`config.mk`:
```
export PLATFORM = sky130hd
export DESIGN_NAME = axis_sort_ctrl
export DESIGN_NICKNAME = d
export VERILOG_FILES = /design/src/rtl/sort_pkg.sv /design/src/rtl/sort_cmp_swap.sv /design/src/rtl/axis_sort_ctrl.sv
export SDC_FILE = /design/constraint.sdc
export NUM_CORES = 1
export LEC_CHECK = 0
export BUFFER_PORTS_ARGS = -buffer_cell sky130_fd_sc_hd__buf_2
export CAP_MARGIN = 0
export CORE_MARGIN = 2
export CORE_UTILIZATION = 40
export DETAILED_ROUTE_END_ITERATION = 12
export GPL_TIMING_DRIVEN = 0
export PLACE_DENSITY_LB_ADDON = 0.25
export SLEW_MARGIN = 20
export SYNTH_ARGS = -nofsm -noshare
export SYNTH_HDL_FRONTEND = slang
export SYNTH_SLANG_ARGS = --single-unit
```
`constraint.sdc`:
```
create_clock -name clk -period 6.9 [get_ports clk]
set_input_delay 0.345 -clock clk [delete_from_list [all_inputs] [get_ports clk]]
set_output_delay 0.345 -clock clk [all_outputs]
set_load 0.02 [all_outputs]
```
`src/rtl/sort_pkg.sv`:
```
// sort_pkg: shared state encoding, default sizes and word type for the frame sorter.
package sort_pkg;
    localparam int DEF_WIDTH   = 16;
    localparam int DEF_ADDRESS = 4;
    typedef logic [DEF_WIDTH-1:0] word_t;
    typedef enum logic [1:0] {IDLE, LOAD, SORT, UNLOAD} state_t;
endpackage

```
`src/rtl/sort_cmp_swap.sv`:
```
// sort_cmp_swap: orders two words; signed when SORT_SIGNED_EN is defined, unsigned otherwise.
module sort_cmp_swap #(
    parameter int WIDTH = sort_pkg::DEF_WIDTH
) (
    input  logic [WIDTH-1:0] a,
    input  logic [WIDTH-1:0] b,
    output logic [WIDTH-1:0] lo,
    output logic [WIDTH-1:0] hi,
    output logic             swap
);
`ifdef SORT_SIGNED_EN
    assign swap = $signed(a) > $signed(b);
`else
    assign swap = a > b;
`endif
    assign lo = swap ? b : a;
    assign hi = swap ? a : b;
endmodule

```
`src/rtl/axis_sort_ctrl.sv`:
```
// axis_sort_ctrl: loads one AXI-Stream frame, bubble-sorts it in place, streams it out.
// Comparison signedness is selected by SORT_SIGNED_EN inside sort_cmp_swap.
module axis_sort_ctrl
    import sort_pkg::*;
#(
    parameter int WIDTH   = DEF_WIDTH,
    parameter int ADDRESS = DEF_ADDRESS
) (
    input  logic               clk,
    input  logic               reset,
    input  logic [WIDTH-1:0]   tdata,
    input  logic               tvalid,
    input  logic               tlast,
    output logic               tready,
    output logic [WIDTH-1:0]   odata,
    output logic               ovalid,
    output logic               olast,
    input  logic               oready,
    output logic               busy,
    output logic [ADDRESS:0]   frame_len,
    output logic               err_trunc
);
    localparam int DEPTH = 2**ADDRESS;
    localparam logic [ADDRESS:0] ONE = 1;

    state_t             state_q;
    logic [ADDRESS:0]   count_q, frame_len_q, n_new;
    logic [ADDRESS-1:0] rd_q, i_q, bound_q, ip1;
    logic               trunc_q, swapped_q, err_q, swap, ld_we, sw_we;
    logic [WIDTH-1:0]   lo, hi;
    logic [WIDTH-1:0]   mem_q [DEPTH];

    sort_cmp_swap #(.WIDTH(WIDTH)) u_cmp (
        .a(mem_q[i_q]), .b(mem_q[ip1]), .lo(lo), .hi(hi), .swap(swap)
    );

    // count_q[ADDRESS] set means the buffer is full; further beats only saturate
    assign n_new     = count_q[ADDRESS] ? count_q : count_q + 1'b1;
    assign ip1       = i_q + 1'b1;
    assign ld_we     = state_q == LOAD && tvalid && !count_q[ADDRESS];
    assign sw_we     = state_q == SORT && swap;
    assign tready    = state_q == LOAD;
    assign busy      = state_q == SORT || state_q == UNLOAD;
    assign ovalid    = state_q == UNLOAD;
    assign odata     = ovalid ? mem_q[rd_q] : '0;
    assign olast     = ovalid && ({1'b0, rd_q} + ONE == frame_len_q);
    assign frame_len = frame_len_q;
    assign err_trunc = err_q;

    always_ff @(posedge clk) begin
        if (ld_we) mem_q[count_q[ADDRESS-1:0]] <= tdata;
        if (sw_we) begin
            mem_q[i_q] <= lo;
            mem_q[ip1] <= hi;
        end
    end

    always_ff @(posedge clk or posedge reset) begin
        if (reset) begin
            state_q     <= IDLE;
            count_q     <= '0;
            frame_len_q <= '0;
            rd_q        <= '0;
            i_q         <= '0;
            bound_q     <= '0;
            trunc_q     <= 1'b0;
            swapped_q   <= 1'b0;
            err_q       <= 1'b0;
        end else begin
            err_q <= 1'b0;
            case (state_q)
                IDLE: begin
                    count_q <= '0;
                    trunc_q <= 1'b0;
                    state_q <= LOAD;
                end
                LOAD: if (tvalid) begin
                    count_q <= n_new;
                    if (count_q[ADDRESS]) trunc_q <= 1'b1;
                    if (tlast) begin
                        frame_len_q <= n_new;
                        err_q       <= trunc_q | count_q[ADDRESS];
                        i_q         <= '0;
                        swapped_q   <= 1'b0;
                        bound_q     <= n_new[ADDRESS-1:0] - 2'd2;
                        state_q     <= n_new > ONE ? SORT : UNLOAD;
                    end
                end
                SORT: if (i_q == bound_q) begin
                    if (!(swapped_q | swap) || bound_q == '0) state_q <= UNLOAD;
                    i_q       <= '0;
                    swapped_q <= 1'b0;
                    bound_q   <= bound_q - 1'b1;
                end else begin
                    i_q       <= ip1;
                    swapped_q <= swapped_q | swap;
                end
                UNLOAD: if (oready) begin
                    rd_q <= olast ? '0 : rd_q + 1'b1;
                    if (olast) state_q <= IDLE;
                end
                default: state_q <= IDLE;
            endcase
        end
    end
endmodule

```
==> metrics.yaml, run 1 <==
worst_setup_path:
  critPathKind: "register to register"
  start_kind: "register"
  slowest_delay_ps: 560
  crit_fanout: 10
  cpMostUsedCell: "buf_6"
  crit_path_end_kind: "register"
  path_delay_family: "buffers and inverters"
  cp.required_ps: 7200
  path_buf_inv: 13
  crit_path_top_delay_cell: "mux4_2"
  cp_cell_sequence: "buf_6 > buf_6 > buf_8 > buf_6 > inv_1 > ha_1 > buf_6 > buf_12 > mux4_2 > mux4_2 > inv_2 > ha_1 > a21oi_1 > o21ai_1 > a221o_1 > o31a_2 > and2_4 > buf_12 > buf_6 > nand4_1 > buf_6 > buf_8 > o21ai_4 > buf_16"
  worstPathArrival_ps: 7100
finish:
  mostFrequentLayoutCells: "mux2i_1 (260), edfxtp_1 (256), mux4_2 (240)"
  layout.nets: 1398
  drive_gt1_share_pct: 40.5
  antenna_cells: 0
  layout_commonest_cell: "mux2i_1"
  syn2layout_area_growth_pct: 15.5
clocking:
  root_buffer: "clkbuf_16"
  clkTransAtPathRegs_ps: 60
  insertion_delay_ps: 560
  cts_sinks: 283
  cts_tree: "done"
  clockBufferDepth: 3
  cts-buffers-inserted: 36
  cts-htree-levels: 2
floorplanning:
  fp.dieW_microns: 227
  die_area_sq_um: 51600
  fp.coreArea_sq_um: 49100
  fp.dieH_microns: 227
  ios: 47
  start_util_pct: 40.6
  placementRows: 81
detailed_routing:
  antenna_left: 0
  dr.pass1.iters: 5
  vias_per_cell: 6.66
  num_vias: 13600
  wl_per_cell_microns: 35.1
  routed_wl_mm: 71.5
  drc: 0
  drt_iter0_markers: 1857
yosys:
  synth_ff_type: "edfxtp_1"
  syn_nets: 1292
  synth_enable_flop_cells: 256
  synth_compound_gate_area_share_pct: 3.68
  syn-cell-area_sq_um: 19900
  synthTopCellsByArea: "edfxtp_1 (39%), mux4_2 (27%), mux2i_1 (13%)"
  avgSynthCellArea_sq_um: 16.0
  synth-xor-area-share_pct: 0.823
  muxShareOfSynthArea_pct: 42.2
  async_flop_share_pct: 9.54
  yosys.area_share.simple_pct: 3.31
  synth_cell_types: 64
  synth_top_cell_area_share_pct: 38.6
  synthAdderAreaFrac_pct: 1.82
  syn_inst: 1242
  synth_seq_cells: 283
  yosysSeqAreaShare_pct: 42.0
  yosysTopAreaCell: "edfxtp_1"
  synth_top_family_by_area: "multiplexers"
  yosysWarnings: 0
timing:
  relSlewSlack_pct: 14.0
  hold_viol: 0
  min_period_over_period_pct: 98.6
  fmax_mhz: 147
  setup_viol: 0
  skew_ps: 19.2
  fin_crit_ps: 6800
  drv_slew: 0
  worst_pin_slew_ps: 1290
  fin_hold_ws_ps: 92.1
  rsz0062_at_grt: "no"
placed_design:
  portBuffers: 46
  place_congestion: 0.903
  hpwl_mm: 48.2
global_routing:
  grt.overflow.total: 0
  grt.met1_usage_pct: 38.0
  grt_use_met2_pct: 43.5
  track_usage_pct: 28.3
  antenna_found_initial: 0
  grt_pass1_wl_mm: 100
  grt_max_degree: 28
  grt_use_met3_pct: 6.72
  grt_pass1_vias: 13400
  grt-busiest-layer: "met2"
job:
  maxCapViolCount: 0
hold_path:
  min_path_type: "input pin to register"
run_status:
  status: "completed"
[layer usage]
metal	share of wire, %	up-vias	routed length, microns
li1	-	5320	-
met1	38	7041	27300
met2	45	991	32400
met3	11	206	8000
met4	5.3	0	3770
met5	0	-	0
[cells by family (layout without fill, tap and decap cells)]
kind of cell    count (synthesis)  count (layout)
xor+xnor                       17              17
buf+inv                       167             298
mux                           522             522
fa+ha+maj                      29              29
simple gates                  125             125
flops                         283             283
compound gates                 99              99
[worst paths after layout]
kind                           start      endpoint  slack, ps  cells after the start
min                           oready       rd_q[1]         90                      3
min in group asynchronous      reset  frame_len[3]        420                      3
max in group asynchronous      reset    count_q[0]       6090                      3
min reg2reg                swapped_q     swapped_q        530                      2
max reg2reg                   i_q[0]  mem_q[15][4]        100                     24
max                           i_q[0]  mem_q[15][4]        100                     24
[worst register-to-register path, stage by stage (launching register included)]
cell and delay [ps]:
dfrtp_1 430, buf_6 160, buf_6 180, buf_8 250, buf_6 220, inv_1 190
ha_1 390, buf_6 230, buf_12 210, mux4_2 540, mux4_2 560, inv_2 100
ha_1 260, a21oi_1 170, o21ai_1 160, a221o_1 460, o31a_2 380, and2_4 200
buf_12 170, buf_6 190, nand4_1 130, buf_6 230, buf_8 260, o21ai_4 210
buf_16 240
[cells in the mapped netlist (all sizes together), types with 2 or more instances]
cell    count
inv        28
mux4      240
xor2        9
mux2        3
nor3        4
nor2       29
nand2      27
nand2b      5
mux2i     279
nor2b       4
o21ai      39
ha         29
a31oi       8
dfrtp      27
edfxtp    256
o31a        2
o22ai       2
nand4      21
nand3       7
a21oi      35
clkbuf     20
buf       119
xnor2       8
and2       19
nand4b      2
[registers in the layout, summed over array words and instances, names as in the netlist]
signal	flops
bound_q	4
count_q	5
err_trunc	1
frame_len	5
i_q	4
mem_q	256
rd_q	4
state_q	2
swapped_q	1
trunc_q	1
[timing repair]
item,CTS,global route
pin swaps,3,0
hold buffers,0,1
endpoints found under the hold margin,0,27
gates resized for setup,15,16
buffers inserted,3,0
endpoints found under the setup margin,256,180
[metrics by stage]
| stage | worst slack [ps] | area, sq um | cells | setup TNS, ps | util [%] |
|---|---|---|---|---|---|
| global route | 6.81 | 23000 | 2037 | 0 | 46.9 |
| global placement | -2980 | 21000 | 1952 | -662850 | 42.7 |
| floorplan | 801 | 19900 | 1242 | 0 | - |
| CTS | 106 | 22900 | 2035 | 0 | 46.7 |
| finish | 99.2 | 23000 | 2037 | 0 | 46.9 |
| detailed placement | -509 | 21600 | 1969 | -92940 | 44.0 |
[final cells by class]
class	instances	area [sq um]
timing repair buffer	68	738
inverter	28	105
sequential	283	8360
tap	664	831
multi-input combinational	792	10600
clock inverter	18	169
buffer	139	1170
fill	4222	26100
clock buffer	45	997
Power of run 1 is not shown: default switching activity piles up to over one toggle a cycle in this logic, so the estimate is an artifact.
==> run 2, diff against run 1 <==
--- a/config.mk
+++ b/config.mk
@@ -8,10 +8,11 @@
 export BUFFER_PORTS_ARGS = -buffer_cell sky130_fd_sc_hd__buf_2
 export CAP_MARGIN = 0
 export CORE_MARGIN = 2
-export CORE_UTILIZATION = 40
+export CORE_UTILIZATION = 37
 export DETAILED_ROUTE_END_ITERATION = 12
 export GPL_TIMING_DRIVEN = 0
 export PLACE_DENSITY_LB_ADDON = 0.25
+export RECOVER_POWER = 50
 export SLEW_MARGIN = 20
 export SYNTH_ARGS = -nofsm -noshare
 export SYNTH_HDL_FRONTEND = slang
==> run 2 against run 1 <==
Net effect: fmax decreased by 0.71%; final area decreased by 0.19%; critical path type unchanged; global-route usage decreased by 1.8 points; routed wire length increased by 2.9%.
==> metrics.yaml, run 2 (synthesis results as in run 1) <==
run_status:
  status: "completed"
finish:
  layout.nets: 1410  # +0.86%
  largest_reg_flops: 256  # unchanged
  postLayoutCoreUtil_pct: 42.9  # -4.0 points
  antenna_cells: 0  # unchanged
  largest_register: "mem_q"
  drive_gt1_share_pct: 37.9  # -2.6 points
  fillers: 4787  # +13%
  layout_commonest_cell: "mux2i_1"
  syn2layout_area_growth_pct: 15.3
  mostFrequentLayoutCells: "mux2i_1 (267), edfxtp_1 (256), mux4_2 (240)"
power:
  power_frac_seq_pct: 19.3
  p_switching_mw: 6.28
  p_leak_nw: 9.28
  powerDensity_nw_per_um2: 586
  ir_drop_v: 0.000379
  power.total_mw: 13.4
  p_int_mw: 7.17
  swShare_pct: 46.7
  combPwrFrac_pct: 66.7
  clkPwrFrac_pct: 14.0
worst_setup_path:
  start_kind: "register"
  cp.depth: 23  # -4.2%
  cp_cell_sequence: "buf_2 > clkbuf_4 > buf_4 > inv_1 > ha_1 > buf_6 > buf_6 > mux4_2 > mux4_2 > inv_2 > ha_1 > nand4_1 > nor3_2 > a21boi_1 > o31a_2 > and2_4 > buf_12 > buf_6 > nand4_1 > clkbuf_2 > buf_8 > o21ai_4 > buf_8"
  regToRegEndpoint: "mem_q[9][12]"
  rr_worst_depth: 23  # -4.2%
  path_delay_family: "buffers and inverters"
  cpMostUsedCell: "buf_6"
  cp-endpoint: "mem_q[9][12]"
  cp.required_ps: 7160  # -40 ps
  path_buf_inv: 12  # -1
  r2r_slack_ps: 50  # -50 ps
  crit_path_top_delay_cell: "mux4_2"
  slowest_delay_ps: 550  # about the same
  worstPathArrival_ps: 7110  # about the same
  critPathKind: "register to register"
  crit_fanout: 10  # unchanged
  crit_start: "i_q[1]"
  r2r-start: "i_q[1]"
  crit_path_end_kind: "register"
floorplanning:
  fp.coreArea_sq_um: 53500  # +9.1%
  die_area_sq_um: 55700  # +8.0%
  placementRows: 85  # +4.9%
  ios: 47  # unchanged
  start_util_pct: 37.2  # -3.4 points
  fp.dieW_microns: 236  # +3.9%
  fp.dieH_microns: 236  # +3.9%
clocking:
  cts-buffers-inserted: 36  # unchanged
  cts_sinks: 283  # unchanged
  clkTransAtPathRegs_ps: 60  # about the same
  clockBufferDepth: 3  # unchanged
  cts_tree: "done"
  insertion_delay_ps: 570  # about the same
  root_buffer: "clkbuf_16"
  cts-htree-levels: 2  # unchanged
detailed_routing:
  num_vias: 13600  # -0.059%
  routed_wl_mm: 73.6  # +2.9%
  antenna_left: 0  # unchanged
  vias_per_cell: 6.50  # -2.3%
  drc: 0  # unchanged
  drt_iter0_markers: 2057  # +11%
  wl_per_cell_microns: 35.3  # +0.60%
  dr.pass1.iters: 5  # unchanged
global_routing:
  grt_pass1_vias: 13500  # +1.1%
  grt.overflow.total: 0  # unchanged
  track_usage_pct: 26.5  # -1.8 points
  antenna_found_initial: 0  # unchanged
  grt_pass1_wl_mm: 103  # +2.5%
  grt_max_degree: 28  # unchanged
placed_design:
  hpwl_mm: 48.7  # +1.1%
  portBuffers: 46  # unchanged
  place_congestion: 0.897  # -0.76%
timing:
  rsz0062_at_grt: "no"
  skew_ps: 29.0  # +9.77 ps
  relSlewSlack_pct: 11.3  # -2.7 points
  min_period_over_period_pct: 99.3  # +0.70 points
  worst_pin_slew_ps: 1330  # +40.2 ps
  hold_viol: 0  # unchanged
  fin_hold_ws_ps: 81.2  # -10.9 ps
  fin_crit_ps: 6850  # +48.3 ps
  setup_viol: 0  # unchanged
  drv_slew: 0  # unchanged
  fmax_mhz: 146  # -0.71%
hold_path:
  min_path_type: "input pin to register"
job:
  maxCapViolCount: 0  # unchanged
-- run 2: power by group through the flow --
stage / registers [mW] / logic [mW] / clock network, mW
floorplan: 2.59 / 6.28 / 0
global placement: 2.65 / 8.57 / 0
detailed placement: 2.63 / 8.87 / 0
CTS: 2.59 / 9.00 / 1.90
global route: 2.63 / 9.44 / 1.96
finish: 2.60 / 8.97 / 1.88
-- run 2: through the flow --
stage	TNS (ps)	instance area (sq um)	std cells	setup slack [ps]
3_3_place_gp	-699460	21000	1984	-3100
5_1_grt	0	22900	2084	21.4
3_5_place_dp	-108640	21600	2001	-599
2_1_floorplan	0	19900	1242	801
6_report	0	22900	2084	50.9
4_1_cts	0	23000	2079	28.0
-- run 2: per-layer routing --
metal / up-vias / GRT usage [%] / part of all wire (%)
met5: - / 0 / 0
met4: 0 / 11.9 / 5.3
met3: 189 / 5.37 / 11
met2: 964 / 41.1 / 46
met1: 7037 / 36.1 / 38
li1: 5360 / - / -
-- run 2: worst reg2reg max path, delay by kind of cell (launching register included) --
| family | cells | cell delay [ps] |
|---|---|---|
| simple gates | 4 | 870 |
| flops | 1 | 400 |
| buf+inv | 12 | 2930 |
| compound gates | 3 | 680 |
| mux | 2 | 1120 |
| fa+ha+maj | 2 | 550 |
-- run 2: layout make-up --
| cell class | count | area (sq um) | share of cell area, % |
|---|---|---|---|
| Tap cell | 696 | 871 | 3.79 |
| Buffer | 139 | 1100 | 4.79 |
| Clock buffer | 48 | 998 | 4.35 |
| Multi-Input combinational cell | 792 | 10400 | 45.5 |
| Sequential cell | 283 | 8360 | 36.4 |
| Clock inverter | 18 | 146 | 0.638 |
| Timing Repair Buffer | 80 | 918 | 4.00 |
| Inverter | 28 | 105 | 0.458 |
-- run 2: repair_timing --
action / 4_1_cts / 5_1_grt
resized for setup: 12 / 4
setup endpoints to repair: 256 / 70
buffers inserted: 12 / 4
hold buffers: 0 / 1
hold endpoints to repair: 0 / 27
pin swaps: 11 / 4
-- run 2: how the worst min path moves through the flow --
stage / cells after the start / startpoint / end
6_report: 3 / oready / rd_q[1]
5_1_grt: 3 / oready / rd_q[1]
4_1_cts: 3 / oready / rd_q[1]
3_5_place_dp: 2 / swapped_q / swapped_q
3_3_place_gp: 2 / swapped_q / swapped_q
2_1_floorplan: 1 / reset / bound_q[0]
Power figures use the tool's default switching activity.
